### src/rtl/pipelined_skip_subtractor_pkg.sv
// ============================================================================
// Module   : pipelined_skip_subtractor_pkg
// Brief    : Shared widths and split point for the pipelined carry-skip subtractor.
// Revision : 1.0 - initial release
// ============================================================================
`default_nettype none

package pipelined_skip_subtractor_pkg;
   localparam int c_DATA_W = 16;
   localparam int c_BLK_W  = 4;
   localparam int c_SPLIT  = 8;

   typedef logic [c_DATA_W-1:0] data_t;
   typedef logic [c_SPLIT-1:0]  half_t;
   typedef logic [c_BLK_W-1:0]  blk_t;
endpackage

`default_nettype wire

### src/rtl/pipelined_skip_subtractor_if.sv
// ============================================================================
// Module   : pipelined_skip_subtractor_if
// Brief    : Operand/result handshake bundle. Overflow exists only with SUB_OVERFLOW_EN.
// Revision : 1.0 - initial release
// ============================================================================
`default_nettype none

interface pipelined_skip_subtractor_if;
   import pipelined_skip_subtractor_pkg::*;

   logic  in_valid;
   logic  in_ready;
   data_t operand1;
   data_t operand2;
   logic  out_valid;
   logic  out_ready;
   data_t Result;
   logic  Borrow;
`ifdef SUB_OVERFLOW_EN
   logic  Overflow;

   modport master (
      output in_valid, operand1, operand2, out_ready,
      input  in_ready, out_valid, Result, Borrow, Overflow
   );
   modport slave (
      input  in_valid, operand1, operand2, out_ready,
      output in_ready, out_valid, Result, Borrow, Overflow
   );
`else
   modport master (
      output in_valid, operand1, operand2, out_ready,
      input  in_ready, out_valid, Result, Borrow
   );
   modport slave (
      input  in_valid, operand1, operand2, out_ready,
      output in_ready, out_valid, Result, Borrow
   );
`endif
endinterface

`default_nettype wire

### src/rtl/pipelined_skip_subtractor_carry_skip_block4.sv
// ============================================================================
// Module   : carry_skip_block4
// Brief    : 4-bit ripple adder whose carry-in bypasses to carry-out when all bits propagate.
// Revision : 1.0 - initial release
// ============================================================================
`default_nettype none

module carry_skip_block4
   import pipelined_skip_subtractor_pkg::*;
(
   input  wire blk_t a,
   input  wire blk_t b,
   input  wire logic cin,
   output blk_t      sum,
   output logic      cout
);
   blk_t             w_p;
   blk_t             w_g;
   logic [c_BLK_W:0] w_c;

   assign w_p    = a ^ b;
   assign w_g    = a & b;
   assign w_c[0] = cin;

   generate
      for (genvar k = 0; k < c_BLK_W; k++) begin : g_ripple
         assign w_c[k+1] = w_g[k] | (w_p[k] & w_c[k]);
      end
   endgenerate

   assign sum  = w_p ^ w_c[c_BLK_W-1:0];
   assign cout = (&w_p) ? cin : w_c[c_BLK_W];
endmodule

`default_nettype wire

### src/rtl/pipelined_skip_subtractor.sv
// ============================================================================
// Module   : pipelined_skip_subtractor
// Brief    : Two-stage 16-bit subtractor (op1 + ~op2 + 1) built from carry-skip blocks,
//            valid/ready handshake on both sides. Macro SUB_OVERFLOW_EN adds Overflow.
// Revision : 1.0 - initial release
// ============================================================================
`default_nettype none

module pipelined_skip_subtractor
   import pipelined_skip_subtractor_pkg::*;
(
   input  wire logic                    clk,
   input  wire logic                    rst,
   pipelined_skip_subtractor_if.slave   bus
);
   logic  w_load_a, w_load_b;
   data_t w_nop2;
   half_t w_sum_lo, w_sum_hi;
   logic  w_c4, w_c8, w_c12, w_c16;

   logic  r_valid_a, r_valid_b;
   half_t r_res_lo, r_op1_hi, r_nop2_hi;
   logic  r_c8;
   data_t r_result;
   logic  r_borrow;

   // Stage B frees up whenever its result leaves; stage A rides on that.
   assign w_load_b = !r_valid_b || bus.out_ready;
   assign w_load_a = !r_valid_a || w_load_b;
   assign w_nop2   = ~bus.operand2;

   carry_skip_block4 u_blk0 (.a(bus.operand1[3:0]),  .b(w_nop2[3:0]),  .cin(1'b1),
                             .sum(w_sum_lo[3:0]),    .cout(w_c4));
   carry_skip_block4 u_blk1 (.a(bus.operand1[7:4]),  .b(w_nop2[7:4]),  .cin(w_c4),
                             .sum(w_sum_lo[7:4]),    .cout(w_c8));
   carry_skip_block4 u_blk2 (.a(r_op1_hi[3:0]),      .b(r_nop2_hi[3:0]), .cin(r_c8),
                             .sum(w_sum_hi[3:0]),    .cout(w_c12));
   carry_skip_block4 u_blk3 (.a(r_op1_hi[7:4]),      .b(r_nop2_hi[7:4]), .cin(w_c12),
                             .sum(w_sum_hi[7:4]),    .cout(w_c16));

   always_ff @(posedge clk or posedge rst) begin
      if (rst) begin
         r_valid_a <= 1'b0;
         r_res_lo  <= '0;
         r_c8      <= 1'b0;
         r_op1_hi  <= '0;
         r_nop2_hi <= '0;
      end else if (w_load_a) begin
         r_valid_a <= bus.in_valid;
         if (bus.in_valid) begin
            r_res_lo  <= w_sum_lo;
            r_c8      <= w_c8;
            r_op1_hi  <= bus.operand1[c_DATA_W-1:c_SPLIT];
            r_nop2_hi <= w_nop2[c_DATA_W-1:c_SPLIT];
         end
      end
   end

   always_ff @(posedge clk or posedge rst) begin
      if (rst) begin
         r_valid_b <= 1'b0;
         r_result  <= '0;
         r_borrow  <= 1'b0;
      end else if (w_load_b) begin
         r_valid_b <= r_valid_a;
         if (r_valid_a) begin
            r_result <= {w_sum_hi, r_res_lo};
            r_borrow <= ~w_c16;
         end
      end
   end

`ifdef SUB_OVERFLOW_EN
   logic r_ovf;
   logic w_ovf;

   // Operand signs differ and the result sign disagrees with the minuend.
   assign w_ovf = (r_op1_hi[c_SPLIT-1] != ~r_nop2_hi[c_SPLIT-1]) &&
                  (w_sum_hi[c_SPLIT-1] != r_op1_hi[c_SPLIT-1]);

   always_ff @(posedge clk or posedge rst) begin
      if (rst)
         r_ovf <= 1'b0;
      else if (w_load_b && r_valid_a)
         r_ovf <= w_ovf;
   end

   assign bus.Overflow = r_ovf;
`endif

   assign bus.in_ready  = w_load_a;
   assign bus.out_valid = r_valid_b;
   assign bus.Result    = r_result;
   assign bus.Borrow    = r_borrow;
endmodule

`default_nettype wire

### src/flat_wrapper.sv
// flat-port wrapper written by rule: the top's interface ports become plain ports
module pipelined_skip_subtractor_flat import pipelined_skip_subtractor_pkg::*;
  (clk, rst, bus_in_valid, bus_operand1, bus_operand2, bus_out_ready, bus_in_ready, bus_out_valid, bus_Result, bus_Borrow);
  pipelined_skip_subtractor_if bus_i ();
  input  wire logic clk;
  input  wire logic rst;
  input wire logic [$bits(bus_i.in_valid)-1:0] bus_in_valid;
  input wire logic [$bits(bus_i.operand1)-1:0] bus_operand1;
  input wire logic [$bits(bus_i.operand2)-1:0] bus_operand2;
  input wire logic [$bits(bus_i.out_ready)-1:0] bus_out_ready;
  output wire logic [$bits(bus_i.in_ready)-1:0] bus_in_ready;
  output wire logic [$bits(bus_i.out_valid)-1:0] bus_out_valid;
  output wire logic [$bits(bus_i.Result)-1:0] bus_Result;
  output wire logic [$bits(bus_i.Borrow)-1:0] bus_Borrow;
  assign bus_i.in_valid = bus_in_valid;
  assign bus_i.operand1 = bus_operand1;
  assign bus_i.operand2 = bus_operand2;
  assign bus_i.out_ready = bus_out_ready;
  assign bus_in_ready = bus_i.in_ready;
  assign bus_out_valid = bus_i.out_valid;
  assign bus_Result = bus_i.Result;
  assign bus_Borrow = bus_i.Borrow;
  pipelined_skip_subtractor u_core (.clk(clk), .rst(rst), .bus(bus_i));
endmodule
### config.mk
export PLATFORM = sky130hd
export DESIGN_NAME = pipelined_skip_subtractor_flat
export DESIGN_NICKNAME = d
export VERILOG_FILES = /design/src/rtl/pipelined_skip_subtractor_pkg.sv /design/src/rtl/pipelined_skip_subtractor_if.sv /design/src/rtl/pipelined_skip_subtractor_carry_skip_block4.sv /design/src/rtl/pipelined_skip_subtractor.sv /design/src/flat_wrapper.sv
export SDC_FILE = /design/constraint.sdc
export NUM_CORES = 1
export LEC_CHECK = 0
export CAP_MARGIN = 15
export CORE_AREA = 3 3 71 73
export CTS_CLUSTER_DIAMETER = 40
export CTS_CLUSTER_SIZE = 30
export DETAILED_ROUTE_END_ITERATION = 8
export DIE_AREA = 0 0 74 76
export PLACE_DENSITY = 0.85
export SYNTH_ARGS = -nofsm -noshare
export SYNTH_HDL_FRONTEND = slang
export SYNTH_SLANG_ARGS = --single-unit
### constraint.sdc
create_clock -name clk -period 11.2 [get_ports clk]
set_clock_uncertainty 0.1 [all_clocks]
set_input_delay 3.36 -clock clk [delete_from_list [all_inputs] [get_ports clk]]
set_output_delay 3.36 -clock clk [all_outputs]
set_load 0.02 [all_outputs]
* Word-level counts from Yosys, hierarchy flattened
Cells that the tools add are included.
** Cells by class
- Mux-type cells :: 4
- Bitwise gates (word level) :: 45
- Reductions and logical operators :: 10
** Operator list (count)
- $xor A4 B4 Y4 :: 8
- $and A4 B4 Y4 :: 4
- $not A16 Y16 :: 1
- $or A1 B1 Y1 :: 16
- $reduce_and A4 Y1 :: 4
- $and A1 B1 Y1 :: 15
- $mux W1 :: 4
- $reduce_and A2 Y1 :: 2
- $logic_not A1 Y1 :: 2
- $logic_or A1 B1 Y1 :: 2
- $not A1 Y1 :: 1
** Storage, ports and cells
- Bits in registers :: 44
- Input port bits :: 36
- Output and inout port bits :: 19
- Word-level logic and storage cells :: 67

* Depth between registers and ports, before layout
- Word-level depth :: 20
- Mapped depth :: 15
- Gate-level depth less buffers :: 15

* By module
A second synthesis with hierarchy kept.
** Unflattened totals
- Cells, all modules :: 192
- Area total of the unflattened synthesis :: 2464.9 um2
** By module, submodules not included
- pipelined_skip_subtractor :: instances 1, cells an instance 116, area each 1744.2 um2, seq. area each 1101.1 um2
- carry_skip_block4 :: instances 4, cells an instance 19, area each 180.2 um2, seq. area each 0.0 um2

* Least setup slack after synthesis
No wires, ideal clock.
- Kind :: input -> output
- From :: in bus_out_ready
- To :: out bus_in_ready
- Arrival :: 3.636 ns
- Data required time :: 7.740 ns
- Slack :: 4.104 ns
- Stages :: 1
- Buffers on the path :: 0
- Cells stage by stage :: nand3b_2
** Between the ends
- Word-level cells in the longest chain between the ends :: 2
** RTL lines
- start: declaration :: RTL line flat_wrapper.sv:10 : input wire logic [$bits(bus_i.out_ready)-1:0] bus_out_ready;
- $logic_or A1 B1 Y1 :: RTL line pipelined_skip_subtractor.sv:28 : assign w_load_b = !r_valid_b || bus.out_ready;
- $logic_or A1 B1 Y1 :: RTL line pipelined_skip_subtractor.sv:29 : assign w_load_a = !r_valid_a || w_load_b;
- end: declaration :: RTL line flat_wrapper.sv:11 : output wire logic [$bits(bus_i.in_ready)-1:0] bus_in_ready;
Every way passes these cells.

* Worst setup path in the final report
Ends and elaborated chain as after synthesis.

==> results by group <==
Placed design
  • Post-DP HPWL: 3.13 mm
  • Area after DPL: 2870 um2
  • Routability congestion estimate: 0.705
  • Port bufs: 54

Detailed routing
  • Routed WL: 3.98 mm
  • DRT Pass-1 Iters: 4
  • Iteration-0 DRC Markers: 55
  • DRT antenna net count: 0
  • DRC Markers: 0
  • WL/cell: 13.1 um
  • DR vias/cell: 4.83
  • Via count: 1463

Setup path
  • R2R depth: 12
  • Crit path DAT: 4.58 ns
  • CP Class: input pin to primary output
  • Worst R2R End: u_core.bus.Result[15]
  • Required time of the critical path: 7.74 ns
  • Worst-path fanout max: 4
  • Worst setup EP type: primary output
  • Reg2reg start: u_core.r_c8
  • Startpoint Class: input pin
  • R2r setup slk: 6.51 ns

Timing
  • Setup TNS: 0 ns
  • Final setup viols: 0
  • Fmax: 0.124 GHz
  • Fin. max-slew vios: 0
  • Final Hold Fails: 0
  • RSZ-0062 raised after global routing: false
  • Worst Max-Slew Pin Slew: 0.528 ns
  • Tmin final: 8.04 ns
  • Fin crit share: 71.8%
  • Slew headroom: 64.8%

Floorplanning
  • Core Area: 4410 um2
  • Die W: 74 um
  • Initial Util: 52.4%
  • Die area: 5620 um2
  • Chip height: 76 um
  • # rows: 24
  • I/O pins: 55

Clocking
  • Post-CTS Setup Inserts: 0
  • H-tree depth: 2
  • Clock transition at path regs: 0.08 ns
  • CTS tree: yes
  • CTS sink cnt: 44
  • Clock root cell: clkbuf_8
  • CTS Hold Bufs: 0
  • Clock buffer depth: 2
  • Num CTS Buffers: 5
  • # resized after CTS: 0
  • Skew-Pair Late Insertion Delay: 0.29 ns

Run status
  • Status: finished, final reports clean

Power and ir drop
  • PwrDens: 172 nW/um2
  • Clock share of power: 19.4%
  • Sw Share: 31.2%
  • Internal: 354 uW
  • NetSw: 160 uW
  • Reg power frac: 43.5%
  • Max VDD drop: 0.0742 mV
  • Static leakage: 0.00145 uW
  • Combinational share of power: 37.0%

Synth
  • Syn_nets: 260
  • Async S/R FF share, synth: 100%
  • Yosys reg bits: 44
  • Cells after Synth: 193
  • Post-synthesis mux area share: 10.2%
  • Post-Synth XOR/XNOR Area: 0%
  • Cell variety after synth: 23
  • Warnings from Yosys: 0
  • Post-Synth Adder-Cell Area: 21.6%
  • Synth Area in Compound Gates: 4.76%
  • Syn_area_per_cell: 12.0 um2
  • Main synth FF type: dfrtp_1
  • Largest family of logic cells by synthesized area: adder cells
  • Seq/Total Area, Yosys: 47.6%
  • EDFF count, synth: 0
  • Post-synthesis simple-gate area fraction: 10.1%
  • Post-synthesis cell area: 2310 um2

Finish
  • Layout cells sized above 1: 11.6%
  • Layout area overhead: 29.3%
  • Post-layout nets: 317
  • ANT cells: 0
  • Final instance area: 2990 um2
  • Most frequent cells in the layout: 54 x clkdlybuf4s50_1, 44 x nand2_1, 44 x dfrtp_1, 20 x inv_1, 16 x ha_1
  • Number of fill cells: 356
  • Commonest non-fill, non-tap cell in the layout: clkdlybuf4s50_1

Min path
  • Worst Hold Launch: u_core.r_res_lo[4]
  • Worst min path class: register to register
  • Hold path endpoint: u_core.r_res_lo[4]
  • Hold path cells: 2

GRT
  • Grt ovf: 0
  • Largest net degree at the start of global routing: 45
  • Initial antenna violation count: 0
  • Total track usage: 16.0%
  • Global-route wire length before repair: 6.96 mm
  • Number of global-route vias before repair: 1593

Job
  • Total of max-cap violations: 0
## metal layers
layer / global-route usage, % / vias up / part of all wire, %
met5: 0 / - / 0
met4: 5.43 / 0 / 1.4
met3: 3.83 / 7 / 5.6
met2: 29.3 / 37 / 55
met1: 17.5 / 701 / 38
li1: - / 718 / -
## state kept, by name, indices dropped and copies added, names as in the netlist
name / count
u_core.r_res_lo: 8
u_core.r_valid_a: 1
u_core.bus.out_valid: 1
u_core.r_nop2_hi: 8
u_core.bus.Result: 16
u_core.bus.Borrow: 1
u_core.r_op1_hi: 8
u_core.r_c8: 1
## cell type report
class,instances,area [um2],share of cell area (%)
well taps,52,65.1,2.18
flip-flops and latches,44,1100,36.8
multi-input cells,122,1080,36.1
repair buffers,56,576,19.2
inverters,21,78.8,2.64
clock buffers,8,90.1,3.01
## worst max-delay path by stage
| stage | slack, ns | startpoint | end |
|---|---|---|---|
| 2_1_floorplan | 4.10 | bus_out_ready | bus_in_ready |
| 3_3_place_gp | 3.17 | bus_out_ready | bus_in_ready |
| 3_5_place_dp | 3.16 | bus_out_ready | bus_in_ready |
| 4_1_cts | 3.15 | bus_out_ready | bus_in_ready |
| 5_1_grt | 3.14 | bus_out_ready | bus_in_ready |
| 6_report | 3.16 | bus_out_ready | bus_in_ready |
## power by group through the flow
stage	sequential [uW]	combinational, uW	clock [uW]
5_1_grt	230	211	109
4_1_cts	225	193	103
2_1_floorplan	255	79.9	0
3_5_place_dp	228	193	0
6_report	224	190	100
3_3_place_gp	225	185	0
## per-stage QoR
stage	setup slack [ns]	hold WS [ns]	power, uW	util (%)	cells
after floorplan	4.10	0.342	335	-	193
after global placement	3.17	0.357	410	65.1	294
after detailed placement	3.16	0.369	421	65.1	294
after CTS	3.15	0.386	522	67.1	302
after global routing	3.14	0.422	550	67.7	303
final	3.16	0.380	514	67.7	303
## Yosys cell counts (2+ instances only)
cell type	instances	area [um2]
buf_4	3	22.5
dfrtp_1	44	1100
fa_1	15	300
ha_1	16	200
inv_1	21	78.8
mux2_2	8	90.1
mux2_4	9	135
nand2_1	44	165
nand2b_1	2	12.5
nand4_1	3	18.8
o21ai_0	14	70.1
o21ai_1	3	15.0
## cell families after synthesis
group | count (synthesis)
AO/OA/AOI/OAI | 20
adder cells (fa/ha/maj) | 31
buffers and inverters | 27
flip-flops | 44
multiplexers | 18
AND/OR/NAND/NOR | 53
## worst max-delay path, cell delays in order
cell,delay [ns]
clkdlybuf4s50_1,0.47
nand3b_2,0.14
clkdlybuf4s50_1,0.61
(Power assumes the default switching activity.)
